==> config.mk <==
export PLATFORM = sky130hd
export DESIGN_NAME = ula_mul_seq
export DESIGN_NICKNAME = d
export VERILOG_FILES = /design/src/rtl/ula_mul_seq.sv
export SDC_FILE = /design/constraint.sdc
export NUM_CORES = 1
export LEC_CHECK = 0
export CORE_MARGIN = 3
export CORE_UTILIZATION = 50
export CTS_CLUSTER_DIAMETER = 60
export DETAILED_ROUTE_END_ITERATION = 10
export PLACE_DENSITY = 0.84
export SYNTH_ARGS = -nofsm -noshare
export SYNTH_HDL_FRONTEND = slang
export SYNTH_SLANG_ARGS = --single-unit
==> constraint.sdc <==
create_clock -name clk -period 4.6 [get_ports clk]
set_clock_uncertainty 0.15 [all_clocks]
set_input_delay 0.46 -clock clk [delete_from_list [all_inputs] [get_ports clk]]
set_output_delay 0.46 -clock clk [all_outputs]
set_load 0.03 [all_outputs]
==> src/rtl/ula_mul_seq.sv <==
// ula_mul_seq
// ------------------------------------------------------------------------
// Multi-cycle unsigned shift-and-add multiplier that borrows the shared ULA.
// It sits between the control unit and the ULA and owns the ULA inputs
// while a multiplication is in progress. It returns the low word of the
// product together with overflow and zero flags.
//
// Ports
//   clk            system clock, rising edge
//   rst            synchronous active-high reset (aborts any operation)
//   inicio         start request, sampled only while idle
//   multiplicando  operand X, captured when inicio is accepted
//   multiplicador  operand Y, captured when inicio is accepted
//   ocupado        high while iterating (SOMA / DESLOCA)
//   pronto         one-cycle completion strobe (FIM)
//   produto        low word of X*Y, held until the next completion
//   flag_overflow  true product did not fit in bits_palavra bits
//   flag_zero      produto == 0
//   ula_controle   ULA opcode
//   ula_operandoA  ULA operand A
//   ula_operandoB  ULA operand B
//   ula_resultado  ULA result
//   ula_C          ULA carry flag
//
// Timing: inicio accepted at edge T; SOMA/DESLOCA fill cycles T+1..T+32
// and FIM (pronto) falls in cycle T+33. There is no early exit.
// ------------------------------------------------------------------------
module ula_mul_seq #(
    parameter int bits_palavra = 16,
    parameter int iteracoes    = 16
) (
    input  logic                    clk,
    input  logic                    rst,
    input  logic                    inicio,
    input  logic [bits_palavra-1:0] multiplicando,
    input  logic [bits_palavra-1:0] multiplicador,
    output logic                    ocupado,
    output logic                    pronto,
    output logic [bits_palavra-1:0] produto,
    output logic                    flag_overflow,
    output logic                    flag_zero,
    output logic [4:0]              ula_controle,
    output logic [bits_palavra-1:0] ula_operandoA,
    output logic [bits_palavra-1:0] ula_operandoB,
    input  logic [bits_palavra-1:0] ula_resultado,
    input  logic                    ula_C
);

    localparam int cnt_w = (iteracoes > 1) ? $clog2(iteracoes) : 1;
    localparam logic [cnt_w-1:0] cnt_last = cnt_w'(iteracoes - 1);

    // ULA opcodes used by the sequencer
    localparam logic [4:0] op_add   = 5'b00000;
    localparam logic [4:0] op_shl   = 5'b01000;
    localparam logic [4:0] op_idle  = 5'b10000;
    localparam logic [4:0] op_passa = 5'b10101;

    typedef enum logic [1:0] {
        OCIOSO  = 2'd0,
        SOMA    = 2'd1,
        DESLOCA = 2'd2,
        FIM     = 2'd3
    } estado_t;

    estado_t                 state_reg, state_next;
    logic [bits_palavra-1:0] acc_reg;
    logic [bits_palavra-1:0] mcand_reg;
    logic [bits_palavra-1:0] mult_reg;
    logic [cnt_w-1:0]        cnt_reg;
    logic                    sticky_reg;
    logic [bits_palavra-1:0] produto_reg;
    logic                    flag_overflow_reg;
    logic                    flag_zero_reg;

    // Multiplier with the bit just consumed removed; non-zero means more
    // partial products are still to be added.
    logic [bits_palavra-1:0] mult_shift;
    assign mult_shift = mult_reg >> 1;

    // Next state, status outputs and ULA drive
    always_comb begin
        state_next    = state_reg;
        ocupado       = 1'b0;
        pronto        = 1'b0;
        ula_controle  = op_idle;
        ula_operandoA = '0;
        ula_operandoB = '0;
        case (state_reg)
            OCIOSO: begin
                if (inicio) state_next = SOMA;
            end
            SOMA: begin
                ocupado       = 1'b1;
                // A zero multiplier bit still spends the cycle (pass A),
                // keeping the latency independent of the operands.
                ula_controle  = mult_reg[0] ? op_add : op_passa;
                ula_operandoA = acc_reg;
                ula_operandoB = mcand_reg;
                state_next    = DESLOCA;
            end
            DESLOCA: begin
                ocupado       = 1'b1;
                ula_controle  = op_shl;
                ula_operandoA = mcand_reg;
                state_next    = (cnt_reg == cnt_last) ? FIM : SOMA;
            end
            FIM: begin
                pronto     = 1'b1;
                state_next = OCIOSO;
            end
            default: state_next = OCIOSO;
        endcase
    end

    always_ff @(posedge clk) begin
        if (rst) begin
            state_reg         <= OCIOSO;
            acc_reg           <= '0;
            mcand_reg         <= '0;
            mult_reg          <= '0;
            cnt_reg           <= '0;
            sticky_reg        <= 1'b0;
            produto_reg       <= '0;
            flag_overflow_reg <= 1'b0;
            flag_zero_reg     <= 1'b0;
        end else begin
            state_reg <= state_next;
            case (state_reg)
                OCIOSO: begin
                    if (inicio) begin
                        acc_reg    <= '0;
                        mcand_reg  <= multiplicando;
                        mult_reg   <= multiplicador;
                        cnt_reg    <= '0;
                        sticky_reg <= 1'b0;
                    end
                end
                SOMA: begin
                    acc_reg <= ula_resultado;
                    if (mult_reg[0] && ula_C) sticky_reg <= 1'b1;
                end
                DESLOCA: begin
                    mcand_reg <= ula_resultado;
                    // A bit shifted out of the multiplicand only overflows
                    // the product if a higher multiplier bit will add it.
                    if (ula_C && (mult_shift != '0)) sticky_reg <= 1'b1;
                    mult_reg <= mult_shift;
                    cnt_reg  <= cnt_reg + 1'b1;
                    if (cnt_reg == cnt_last) begin
                        // The final DESLOCA never changes acc, and with no
                        // multiplier bits left it cannot set sticky either.
                        produto_reg       <= acc_reg;
                        flag_zero_reg     <= (acc_reg == '0);
                        flag_overflow_reg <= sticky_reg;
                    end
                end
                default: ;
            endcase
        end
    end

    assign produto       = produto_reg;
    assign flag_overflow = flag_overflow_reg;
    assign flag_zero     = flag_zero_reg;

endmodule

==> metrics.txt, run 1 <==
Tcrit/Tclk final 0.7301; Yosys cell types 39; Post-CTS Resized 0; most common cell in the synthesized netlist dfxtp_1; top cells by count, synth 73 x dfxtp_1, 51 x nor2_1, 39 x nand2_1, 33 x a22oi_1, 32 x mux2i_1; Leak 1.649 nW; number of remaining DRC errors 0; first-pass GRT wire length between 15 and 20 mm; worst r2r dst mcand_reg[1]; vias in the first global route between 3000 and 4000; critical path peak fanout 38; Die Ht between 90 and 100 um; layout cells sized above 1 0.1184; clock tree buffer depth 2; CTS tree done; Ports between 100 and 150; Avg Vias per Cell around 5.5; minimum clock period after layout 3.358 ns; clk_lat worst skew between 0.3 and 0.4 ns; synthesized area per cell between 9 and 10 um^2; TritonRoute pass-1 iters 4; htree depth 3; Hold Fails Final Rpt 0; Die X between 90 and 100 um; number of synthesized flops with an enable pin 0; Max-Slew Margin vs Limit 0.3448; Layout Utilization 0.7063; Post-synth ARST share 0; Overall Global Routing Usage 0.2381; gpl congestion ~0.9; die area 0.008385 mm^2; PwrDens 458.3 mW/mm^2; Worst EP arrival 2.75 ns; maximum vdd drop 0.2711 mV; Worst Setup EP ula_operandoA[13]; synth top area cells dfxtp_1 40%, a211oi_2 10%, mux2i_1 8.7%; Post-layout nets 544; WL per Instance about 17 um; Layout area overhead 33.97%; kind of critical path reg -> out; largest net degree at the start of global routing between 60 and 70; Cells after Synth roughly 400; initial core utilization 0.5272; design area 0.004905 mm^2; FP Rows 30; CTS root buffer clkbuf_8; initial antenna violation count 0; setup violators final 0; worst r2r path cells 6; unrepaired setup endpoints after global routing no; CP endpoint kind output port; Net Count, Synth 455; CTS buffer count 9; clock sinks 73; number of synthesized register bits 73; Post-DRT Antenna Nets 0; Total Power about 2.2 mW; count of final max-slew check failures 0; slew at the pin closest to its max-slew limit between 0.9 and 1 ns; worst min path class reg -> reg; final setup TNS 0 ns; Ant. Diodes 0; ys flop type dfxtp_1; reg2reg start state_reg[0]; detailed router's first-iteration violation count approximately 220; GRT overflow 0; final wirelength around 10 mm; dpl cell area roughly 0.0047 mm^2; Yosys top cell area share 0.3992; maximum clock rate a little under 0.3 GHz; Clk pin slew, worst setup/hold paths 0.08 ns; DR vias ~3200; core footprint between 0.006 and 0.007 mm^2; Seq/Total Area, Yosys 0.3992; port bufs roughly 110; cell area after synthesis around 0.0037 mm^2; Setup crit start kind register; setup bufs post-CTS 0; area leader, netlist dfxtp_1; status complete, no violations; flop2flop setup slack approximately 1.6 ns; hpwl dp between 7 and 8 mm; Crit. Startpoint state_reg[0]; Crit path required time 3.99 ns; Hold Buf Count CTS 0; max cap viols 0; synthesis warning total 0
how the worst min path moves through the flow:
stage	startpoint	to	slack (ns)	depth (start not counted)
global placement	sticky_reg	flag_overflow	0.29	2
detailed placement	produto[13]	produto[13]	0.30	2
CTS	produto[13]	produto[13]	0.31	2
finish	produto[3]	produto[3]	0.31	2
global route	produto[13]	produto[13]	0.33	2
floorplan	sticky_reg	flag_overflow	0.28	2
cells by family after synthesis:
logic type                 after synthesis  synth area share
buffers and inverters                   37           0.06015
muxes                                   32           0.08749
other                                    1          0.001024
DFF                                     73            0.3992
adders and majority gates                7           0.02392
and+or+nand+nor                        149            0.2003
AOI/OAI and AO/OA                       97            0.2280
metrics by stage:
step,cells,setup slack (ns),hold WS [ns]
global route,586,1.118,0.3254
floorplan,396,1.828,0.2824
detailed placement,570,1.647,0.2965
CTS,586,1.267,0.3080
finish,586,1.242,0.3065
global placement,570,1.742,0.2917
power breakdown:
part / switching, mW / leakage, nW / internal [mW]
Sequential: 0.0996 / 0.598 / 0.737
Clock: 0.255 / 0.110 / 0.311
Combinational: 0.495 / 0.940 / 0.350
Total: 0.849 / 1.65 / 1.40
critical path: stages, from the launching register on:
cell and delay (ns):
dfxtp_1 0.36, inv_1 0.14, ha_2 0.84, a22oi_1 0.18, nor2b_1 0.18, clkdlybuf4s50_1 0.69
cells in the final DEF (no fill, tap or decap), drive strengths merged:
cell type / Yosys / layout
a2111oi: 1 / 1
a211oi: 33 / 33
a21oi: 21 / 21
a22oi: 33 / 33
a311oi: 1 / 1
a31oi: 1 / 1
a32oi: 1 / 1
and2: 17 / 17
and4: 1 / 1
buf: 19 / 6
bufinv: 0 / 2
clkbuf: 15 / 9
clkdlybuf4s50: 0 / 106
clkinv: 0 / 2
clkinvlp: 0 / 1
conb: 1 / 1
dfxtp: 73 / 73
ha: 7 / 7
inv: 3 / 5
mux2i: 32 / 32
nand2: 39 / 39
nand2b: 5 / 5
nand3: 1 / 1
nand3b: 1 / 1
nand4: 3 / 3
nand4b: 1 / 1
nor2: 53 / 53
nor2b: 17 / 17
nor3: 3 / 3
nor3b: 1 / 1
nor4: 7 / 7
o21a: 1 / 1
o21ai: 5 / 5
metal layers:
metal | vias to the layer above | wire length [um] | track usage
li1 | 1573 | - | -
met1 | 1545 | 4212 | 0.2906
met5 | - | 0 | 0
met2 | 106 | 5070 | 0.4041
met3 | 18 | 504 | 0.04640
met4 | 0 | 223 | 0.1043
cell type report:
| class | count | area (um^2) |
|---|---|---|
| fillers | 523 | 2039 |
| multi-input cells | 286 | 1982 |
| flip-flops and latches | 73 | 1461 |
| repair buffers | 112 | 1104 |
| clock buffers | 9 | 123.9 |
| well taps | 96 | 120.1 |
| clock inverters | 7 | 102.6 |
| inverters | 3 | 11.26 |
Power figures use the tool's default switching activity.
==> inputs of run 2 (changes only) <==
CORE_UTILIZATION = 47   (was 50)
PLACE_DENSITY = 0.8   (was 0.84)
clock period = 3.1 ns   (was 4.6 ns; I/O delays follow)
==> run 2 against run 1 <==
Core utilization decreased by 3.6 points; flip-flop and latch count did not move; via count is 0.46% lower; worst setup slack worse by 1.1 ns; sequential power rose by 46%; count of clock-buffer cells in the layout increased by 1; total power rose by 48%; combinational power rose by 53%; clock power grew 45%; highest routed layer unchanged.
==> metrics.txt, run 2 (same netlist as run 1, synthesis figures left out) <==
Avg Vias per Cell 5.442; number of remaining DRC errors 0; P_sw 1.217 mW; Finished Layout Cells around 600; design area between 0.004 and 0.005 mm^2; Clk pin slew, worst setup/hold paths around 0.07 ns; slew at the pin closest to its max-slew limit about 0.72 ns; count of final max-slew check failures 0; CTS root buffer clkbuf_8; setup bufs post-CTS 0; Crit path required time between 2 and 3 ns; worst min path class reg -> reg; port bufs ~110; commonest cells after routing, fill and taps aside 106 x clkdlybuf4s50_1, 73 x dfxtp_1, 51 x nor2_1; core footprint about 0.0074 mm^2; Worst Hold Launch produto[11]; most common cell after layout, fill and taps aside clkdlybuf4s50_1; Crit. Startpoint state_reg[0]; Leak around 1.7 nW; dpl cells between 500 and 600; max cap viols 0; worst r2r dst mult_reg[9]; clock sinks 73; largest net degree at the start of global routing between 40 and 50; Total Power 3.330 mW; Overall Global Routing Usage 0.2226; final setup TNS 0 ns; flop2flop setup slack 0.86 ns; CP endpoint kind output port; CTS tree done; Layout area overhead 35.54%; FP Rows 31; Internal ~2.1 mW; htree depth 3; clk_lat worst skew ~0.35 ns; first-pass GRT wire length 15.50 mm; Sw Ratio 0.3656; clock tree buffer depth 2; Hold Fails Final Rpt 0; minimum clock period after layout roughly 3 ns; Hold Buf Count CTS 0; Layout Utilization 0.6698; TritonRoute pass-1 iters 4; gpl congestion a little under 0.8; kind of critical path reg -> out; Hold Path Cell Cnt 2; DR vias between 3000 and 4000; Tcrit/Tclk final 0.9425; detailed router's first-iteration violation count 126; Setup crit start kind register; hpwl dp about 7 mm; Ant. Diodes 0; Die Ht ~94 um; Worst EP arrival ~2.5 ns; Post-CTS Resized 0; status complete, no violations; PwrDens around 670 mW/mm^2; vias in the first global route roughly 3100; setup violators final 0; Max-Slew Margin vs Limit 0.5164; initial core utilization 0.4942; maximum clock rate 0.3423 GHz; Die X roughly 94 um; initial antenna violation count 0; CTS buffer count 9; hold worst-path end produto[11]; maximum vdd drop 0.4342 mV; clock power share 0.246; reg2reg start state_reg[0]; die area between 0.008 and 0.009 mm^2; worst r2r path cells 7; final wirelength slightly below 10 mm; GRT overflow 0; Seq pwr share 0.368; Post-layout nets approximately 550; critical path peak fanout 11; unrepaired setup endpoints after global routing no; Post-DRT Antenna Nets 0; Ports ~110; WL per Instance about 16 um; Comb pwr share 0.386; dpl cell area 0.004745 mm^2; layout cells sized above 1 0.1255
-- run 2: final cells by class --
class	count	area (um^2)
sequential	73	1461
clock buffer	10	137.6
tap	99	123.9
clock inverter	5	80.08
timing repair buffer	117	1166
fill	618	2446
multi-input combinational	286	1982
inverter	3	11.26
-- run 2: critical path: stages (launching register included) --
cell	delay (ns)
dfxtp_1	0.41
inv_1	0.12
ha_1	0.49
nor3b_1	0.35
clkdlybuf4s50_1	0.74
-- run 2: how the worst max path moves through the flow --
stage | endpoint | cells after the start
6_report | ula_controle[0] | 4
5_1_grt | ula_controle[2] | 4
4_1_cts | ula_operandoA[1] | 5
3_5_place_dp | ula_operandoA[1] | 5
3_3_place_gp | ula_operandoA[14] | 6
2_1_floorplan | ula_controle[2] | 4
-- run 2: metrics by stage --
stage	worst slack, ns	hold slack, ns
6_report	0.1783	0.3106
5_1_grt	0.02663	0.3341
4_1_cts	0.1923	0.3098
3_5_place_dp	0.5612	0.2994
3_3_place_gp	0.6314	0.2933
2_1_floorplan	0.4776	0.2824
-- run 2: power groups by stage --
stage                     logic, mW  clock network, mW  registers (mW)
final                          1.29              0.819            1.22
after global routing           1.41              0.866            1.25
after CTS                      1.29              0.832            1.22
after detailed placement       1.29                  0            1.24
after global placement         1.26                  0            1.24
after floorplan               0.984                  0            1.20
-- run 2: layer usage --
layer	global-route usage	wire length, um
met1	0.2741	4210
met2	0.3895	4673
met3	0.03446	549
met4	0.08183	174
met5	0	0
